`src/rtl/tt_sel_ctrl_pkg.sv`:
```
// Shared definitions for the design-selection controller: FSM encoding,
// spine select width and address field positions.
package tt_sel_ctrl_pkg;

    localparam int TT_SEL_W = 9;

    // Spine select fields: row [8:5], group [4:2], module [1:0]
    localparam int ROW_MSB = 8;
    localparam int ROW_LSB = 5;
    localparam int GRP_MSB = 4;
    localparam int GRP_LSB = 2;
    localparam int MOD_MSB = 1;
    localparam int MOD_LSB = 0;

    typedef enum logic [2:0] {
        ST_IDLE    = 3'd0,
        ST_DISABLE = 3'd1,
        ST_SWITCH  = 3'd2,
        ST_SETTLE  = 3'd3,
        ST_ENABLE  = 3'd4
    } sel_state_t;

    // Width of a down-counter that is loaded with max(a,b)-1
    function automatic int cnt_width(input int a, input int b);
        int m;
        m = (a > b) ? a : b;
        return (m <= 1) ? 1 : $clog2(m);
    endfunction

endpackage

```
`src/rtl/tt_sync_edge.sv`:
```
// Multi-flop synchronizer for one asynchronous pad, followed by a registered
// rising-edge detector producing a single-cycle pulse.
module tt_sync_edge #(
    parameter int STAGES = 2
) (
    input  logic clk,
    input  logic rst,
    input  logic pad,
    output logic level,
    output logic rise
);

    logic [STAGES-1:0] sync_r;
    logic              prev_r;
    logic              rise_r;

    // Synchronizer chain and edge detector
    always_ff @(posedge clk or posedge rst) begin
        if (rst) begin
            sync_r <= '0;
            prev_r <= 1'b0;
            rise_r <= 1'b0;
        end else begin
            sync_r <= {sync_r[STAGES-2:0], pad};
            prev_r <= sync_r[STAGES-1];
            rise_r <= sync_r[STAGES-1] & ~prev_r;
        end
    end

    assign level = sync_r[STAGES-1];
    assign rise  = rise_r;

endmodule

```
`src/rtl/tt_sel_ctrl.sv`:
```
// Spine select controller: tracks the requested address and applies it with
// break-before-make sequencing of spine_ena around every address change.
module tt_sel_ctrl
    import tt_sel_ctrl_pkg::*;
#(
    parameter int N_SEL         = TT_SEL_W,
    parameter int SYNC_STAGES   = 2,
    parameter int GUARD_CYCLES  = 2,
    parameter int SETTLE_CYCLES = 3
) (
    input  logic             clk,
    input  logic             rst,
    input  logic             pad_sel_clr,
    input  logic             pad_sel_inc,
    input  logic             pad_ena,
    output logic [N_SEL-1:0] spine_sel,
    output logic             spine_ena,
    output logic             busy,
    output logic [N_SEL-1:0] target_sel
);

    localparam int               CNT_W       = cnt_width(GUARD_CYCLES, SETTLE_CYCLES);
    localparam logic [CNT_W-1:0] GUARD_LOAD  = CNT_W'(GUARD_CYCLES - 1);
    localparam logic [CNT_W-1:0] SETTLE_LOAD = CNT_W'(SETTLE_CYCLES - 1);
    localparam logic [CNT_W-1:0] CNT_ONE     = CNT_W'(1);
    localparam logic [N_SEL-1:0] SEL_ONE     = N_SEL'(1);

    logic             clr_s;
    logic             inc_p_s;
    logic             ena_s;
    logic             clr_rise_unused_s;
    logic             inc_level_unused_s;
    logic             ena_rise_unused_s;

    logic [N_SEL-1:0] tgt_r;
    sel_state_t       state_r;
    sel_state_t       state_nx_s;
    logic [CNT_W-1:0] cnt_r;
    logic [CNT_W-1:0] cnt_nx_s;
    logic [N_SEL-1:0] sel_r;
    logic [N_SEL-1:0] sel_nx_s;
    logic             ena_r;
    logic             ena_nx_s;
    logic             busy_r;
    logic             busy_nx_s;

    tt_sync_edge #(.STAGES(SYNC_STAGES)) u_sync_clr (
        .clk(clk), .rst(rst), .pad(pad_sel_clr), .level(clr_s), .rise(clr_rise_unused_s)
    );
    tt_sync_edge #(.STAGES(SYNC_STAGES)) u_sync_inc (
        .clk(clk), .rst(rst), .pad(pad_sel_inc), .level(inc_level_unused_s), .rise(inc_p_s)
    );
    tt_sync_edge #(.STAGES(SYNC_STAGES)) u_sync_ena (
        .clk(clk), .rst(rst), .pad(pad_ena), .level(ena_s), .rise(ena_rise_unused_s)
    );

    // Target address register; clear dominates increment
    always_ff @(posedge clk or posedge rst) begin
        if (rst) begin
            tgt_r <= '0;
        end else if (clr_s) begin
            tgt_r <= '0;
        end else if (inc_p_s) begin
            tgt_r <= tgt_r + SEL_ONE;
        end else begin
            tgt_r <= tgt_r;
        end
    end

    // FSM state, shared guard/settle counter and registered outputs
    always_ff @(posedge clk or posedge rst) begin
        if (rst) begin
            state_r <= ST_IDLE;
            cnt_r   <= '0;
            sel_r   <= '0;
            ena_r   <= 1'b0;
            busy_r  <= 1'b0;
        end else begin
            state_r <= state_nx_s;
            cnt_r   <= cnt_nx_s;
            sel_r   <= sel_nx_s;
            ena_r   <= ena_nx_s;
            busy_r  <= busy_nx_s;
        end
    end

    // Next-state and counter logic
    always_comb begin
        state_nx_s = state_r;
        cnt_nx_s   = cnt_r;
        case (state_r)
            ST_IDLE: begin
                if (tgt_r != sel_r) begin
                    state_nx_s = ST_DISABLE;
                    cnt_nx_s   = GUARD_LOAD;
                end else if (ena_s && !ena_r) begin
                    state_nx_s = ST_ENABLE;
                end else begin
                    state_nx_s = ST_IDLE;
                end
            end
            ST_DISABLE: begin
                if (cnt_r == '0) begin
                    state_nx_s = ST_SWITCH;
                end else begin
                    cnt_nx_s = cnt_r - CNT_ONE;
                end
            end
            ST_SWITCH: begin
                state_nx_s = ST_SETTLE;
                cnt_nx_s   = SETTLE_LOAD;
            end
            ST_SETTLE: begin
                // A target that moved during settling is switched directly:
                // the enable is already low, so no new guard period is needed
                if (cnt_r != '0) begin
                    cnt_nx_s = cnt_r - CNT_ONE;
                end else if (tgt_r != sel_r) begin
                    state_nx_s = ST_SWITCH;
                end else begin
                    state_nx_s = ST_ENABLE;
                end
            end
            ST_ENABLE: begin
                state_nx_s = ST_IDLE;
            end
            default: begin
                state_nx_s = ST_IDLE;
                cnt_nx_s   = '0;
            end
        endcase
    end

    // Output next values; the address is loaded on entry to SWITCH
    always_comb begin
        sel_nx_s  = sel_r;
        ena_nx_s  = 1'b0;
        busy_nx_s = (state_nx_s != ST_IDLE);
        if (state_nx_s == ST_SWITCH) begin
            sel_nx_s = tgt_r;
        end else begin
            sel_nx_s = sel_r;
        end
        case (state_r)
            ST_IDLE: begin
                if (state_nx_s == ST_IDLE) begin
                    ena_nx_s = ena_r & ena_s;
                end else begin
                    ena_nx_s = 1'b0;
                end
            end
            ST_ENABLE: ena_nx_s = ena_s;
            default:   ena_nx_s = 1'b0;
        endcase
    end

    assign spine_sel  = sel_r;
    assign spine_ena  = ena_r;
    assign busy       = busy_r;
    assign target_sel = tgt_r;

endmodule
```
`config.mk`:
```
export PLATFORM = sky130hd
export DESIGN_NAME = tt_sel_ctrl
export DESIGN_NICKNAME = d
export VERILOG_FILES = /design/src/rtl/tt_sel_ctrl_pkg.sv /design/src/rtl/tt_sync_edge.sv /design/src/rtl/tt_sel_ctrl.sv
export SDC_FILE = /design/constraint.sdc
export NUM_CORES = 1
export LEC_CHECK = 0
export CAP_MARGIN = 20
export CORE_AREA = 3 3 60 62
export CTS_CLUSTER_DIAMETER = 150
export DETAILED_ROUTE_END_ITERATION = 16
export DIE_AREA = 0 0 63 65
export PLACE_DENSITY = 0.78
export SYNTH_ARGS = -nofsm -noshare
export SYNTH_HDL_FRONTEND = slang
export SYNTH_SLANG_ARGS = --single-unit
```
`constraint.sdc`:
```
create_clock -name clk -period 4 [get_ports clk]
set_input_delay 1.2 -clock clk [delete_from_list [all_inputs] [get_ports clk]]
set_output_delay 1.2 -clock clk [all_outputs]
set_load 0.05 [all_outputs]
```
==> summary.txt <==
Run status
  • Status: finished, final reports clean

Die
  • Die area: ~0.0041 sq mm
  • Num ports: 25
  • Die width: between 60 and 70 microns
  • Row count: 20
  • Die H: between 60 and 70 microns
  • Core ar.: between 0.003 and 0.004 sq mm
  • Effective utilization at floorplan: 0.5447

STA
  • Worst Clk Skew: 9.780 ps
  • RSZ-0062 raised after global routing: false
  • Tmin final: just under 3000 ps
  • Final Cycle Share: 0.7432
  • Slew of the pin with the lowest slew margin: 604.2 ps
  • Worst relative slew slack: 0.5968
  • Fin Setup TNS: 0 ps
  • Max-slew violations: 0
  • # setup viols final: 0
  • Final hold viol count: 0
  • Fmax: ~340 MHz
  • Final worst setup slack: about 1000 ps

CTS
  • CTS max path bufs: 2
  • TritonCTS clock tree: built
  • Num CTS Buffers: 5
  • Hold Buf Count CTS: 0
  • H-tree levels: 2
  • Skew-Pair Late Insertion Delay: 340 ps
  • Post-CTS Resized: 0
  • Clk sinks: 33
  • Setup Buffers After CTS: 0
  • Clock Tree Root: clkbuf_4
  • CTS clk-pin slew, worst paths: approximately 110 ps

Global route
  • First-pass GRT wire length: 6051 microns
  • Remaining global-route overflow: 0
  • Vias in the first global route: ~1300
  • GRT Overall Usage: 0.1932
  • Largest net degree at the start of global routing: 19
  • Antenna violations before repair: 0

Placement
  • IO buf count: 24
  • Final estimated routing congestion in global placement: around 0.85
  • DP Area: 0.001941 sq mm
  • Post-place setup slack: between 1000 and 1500 ps
  • Dpl hpwl: around 2400 microns

Critical path
  • Startpoint Class: register
  • R2R setup slack: 2160 ps
  • Bufs and invs on worst path: 1
  • Crit path max fanout: 8
  • CP max-delay cell: clkdlybuf4s50_1
  • CP Data Required Time: 2800 ps
  • R2R cell count: 6
  • Crit Path Class: reg -> out
  • CP startpoint: target_sel[2]
  • R2R Path Start: cnt_r[1]
  • CP top delay family: buffers and inverters
  • CP peak stage delay: ~870 ps
  • End point of the critical path: target_sel[2]
  • CP arrival: 1770 ps
  • RR Endpoint: spine_sel[3]
  • Crit. End Element: output port
  • Cell depth of the worst setup path: 1
  • CP Cell Sequence: clkdlybuf4s50_1

Power and ir drop
  • Leakage: between 0.8 and 0.9 nW
  • VDD IR-drop max: slightly above 0.4 mV
  • PwrDens: 559.2 mW/mm^2

Worst hold path
  • Worst hold path class: reg -> reg

Logic synthesis
  • Synth area leaders: dfrtp_1 49%, xnor2_1 5.7%, nand4_1 5.6%, o21ai_0 3.3%, nand2b_1 2.2%
  • Post-synthesis cell area: roughly 0.0017 sq mm
  • Area leader, netlist: dfrtp_1
  • Synth top cells by count: 33 x dfrtp_1, 15 x nand4_1, 11 x o21ai_0, 11 x xnor2_1, 10 x nor2_1
  • Post-synthesis sequential area ratio: 0.4925
  • Synthesized area per cell: ~11 sq um
  • Ys Warns: 0
  • Async SR Flop Fraction: 1.000
  • Syn_nets: between 150 and 200
  • Post-synth top flop: dfrtp_1
  • Cell with the most instances after synthesis: dfrtp_1
  • Distinct cells, synth: between 40 and 50
  • Top-area cell type share of the netlist area: 0.4925
  • Mapped Cells: between 150 and 200
  • Yosys reg bits: 33
  • Number of flops mapped to enable cells by yosys: 0

Drt
  • Pre-Repair DR Iteration Count: 6
  • WL per Instance: 14.93 microns
  • Final WL: around 3400 microns
  • Vias/cell: just under 6
  • DRC violations left: 0
  • Drt first-iter violations: 55
  • Routed Antenna Nets: 0
  • Vias: between 1000 and 1500

Job
  • Number of max-cap violations: 0

Layout
  • Share of post-route cells with drive strength above 1: 0.1209
  • Design area: 0.002024 sq mm
  • Synthesis-to-layout area growth: 20.75%
  • Final nets: 188
  • N_diodes: 0
==> final cells by class <==
class	count	area [sq um]
sequential	33	825.8
inverter	5	18.77
tap	44	55.05
timing repair buffer	25	247.7
clock buffer	5	37.54
clock inverter	3	46.29
multi-input combinational	111	793.3
fill	254	1054
==> sequential cells by signal, indices dropped and copies added, names as in the netlist, 2 cells and up <==
| signal | cells |
|---|---|
| u_sync_inc.sync_r | 2 |
| target_sel | 9 |
| state_r | 3 |
| spine_sel | 9 |
| u_sync_ena.sync_r | 2 |
| cnt_r | 2 |
| u_sync_clr.sync_r | 2 |
==> cells by family after synthesis <==
family,count (synthesis),synth area share
AO/OA/AOI/OAI,28,0.1119
XOR/XNOR,16,0.08806
adder cells (fa/ha/maj),2,0.01492
buffers and inverters,13,0.03433
flip-flops,33,0.4925
multiplexers,4,0.02612
AND/OR/NAND/NOR,61,0.2321
==> report_power, final <==
part           total (mW)  switching [mW]  internal (mW)
Combinational       0.440           0.262          0.178
Sequential          0.439          0.0598          0.379
Clock               0.253           0.120          0.132
==> stage by stage <==
step	power, mW	instances	hold slack, ps	util
after floorplan	0.7864	157	331.2	-
after global placement	0.8644	218	333.2	0.6305
after detailed placement	0.8826	218	336.3	0.6305
after CTS	1.139	226	367.9	0.6577
after global routing	1.213	226	372.0	0.6577
final	1.132	226	362.8	0.6577
==> layer usage <==
layer,share of wire,vias up,global-route usage
met4,0.024,0,0.09091
met3,0.054,9,0.06239
li1,-,620,-
met1,0.43,644,0.2317
met5,0,-,0
met2,0.49,45,0.3149
==> layout by cell type, fill, tap and decap left out, types with 2 or more instances in the layout <==
master	netlist	routed
o211ai_1	4	4
xor2_1	4	4
inv_1	5	5
xnor2_1	11	11
ha_1	2	2
nor3_1	2	2
clkdlybuf4s50_1	0	24
and2_1	4	4
dfrtp_1	33	33
mux2_2	3	3
nand2_1	6	6
o21ai_0	11	11
clkbuf_4	0	5
nand4_1	15	15
a31oi_1	2	2
nand2b_1	6	6
a21oi_1	2	2
nor2_1	10	10
and3_1	4	4
==> worst min-delay path by stage <==
stage	startpoint	to	slack (ps)	cells past startpoint
finish	u_sync_ena.sync_r[0]	u_sync_ena.sync_r[1]	360	0
CTS	u_sync_ena.sync_r[0]	u_sync_ena.sync_r[1]	370	0
detailed placement	u_sync_inc.sync_r[0]	u_sync_inc.sync_r[1]	340	0
floorplan	u_sync_clr.sync_r[0]	u_sync_clr.sync_r[1]	330	0
global placement	u_sync_clr.sync_r[0]	u_sync_clr.sync_r[1]	330	0
global route	u_sync_ena.sync_r[0]	u_sync_ena.sync_r[1]	370	0
No activity file was read; power rests on OpenSTA's default activity.
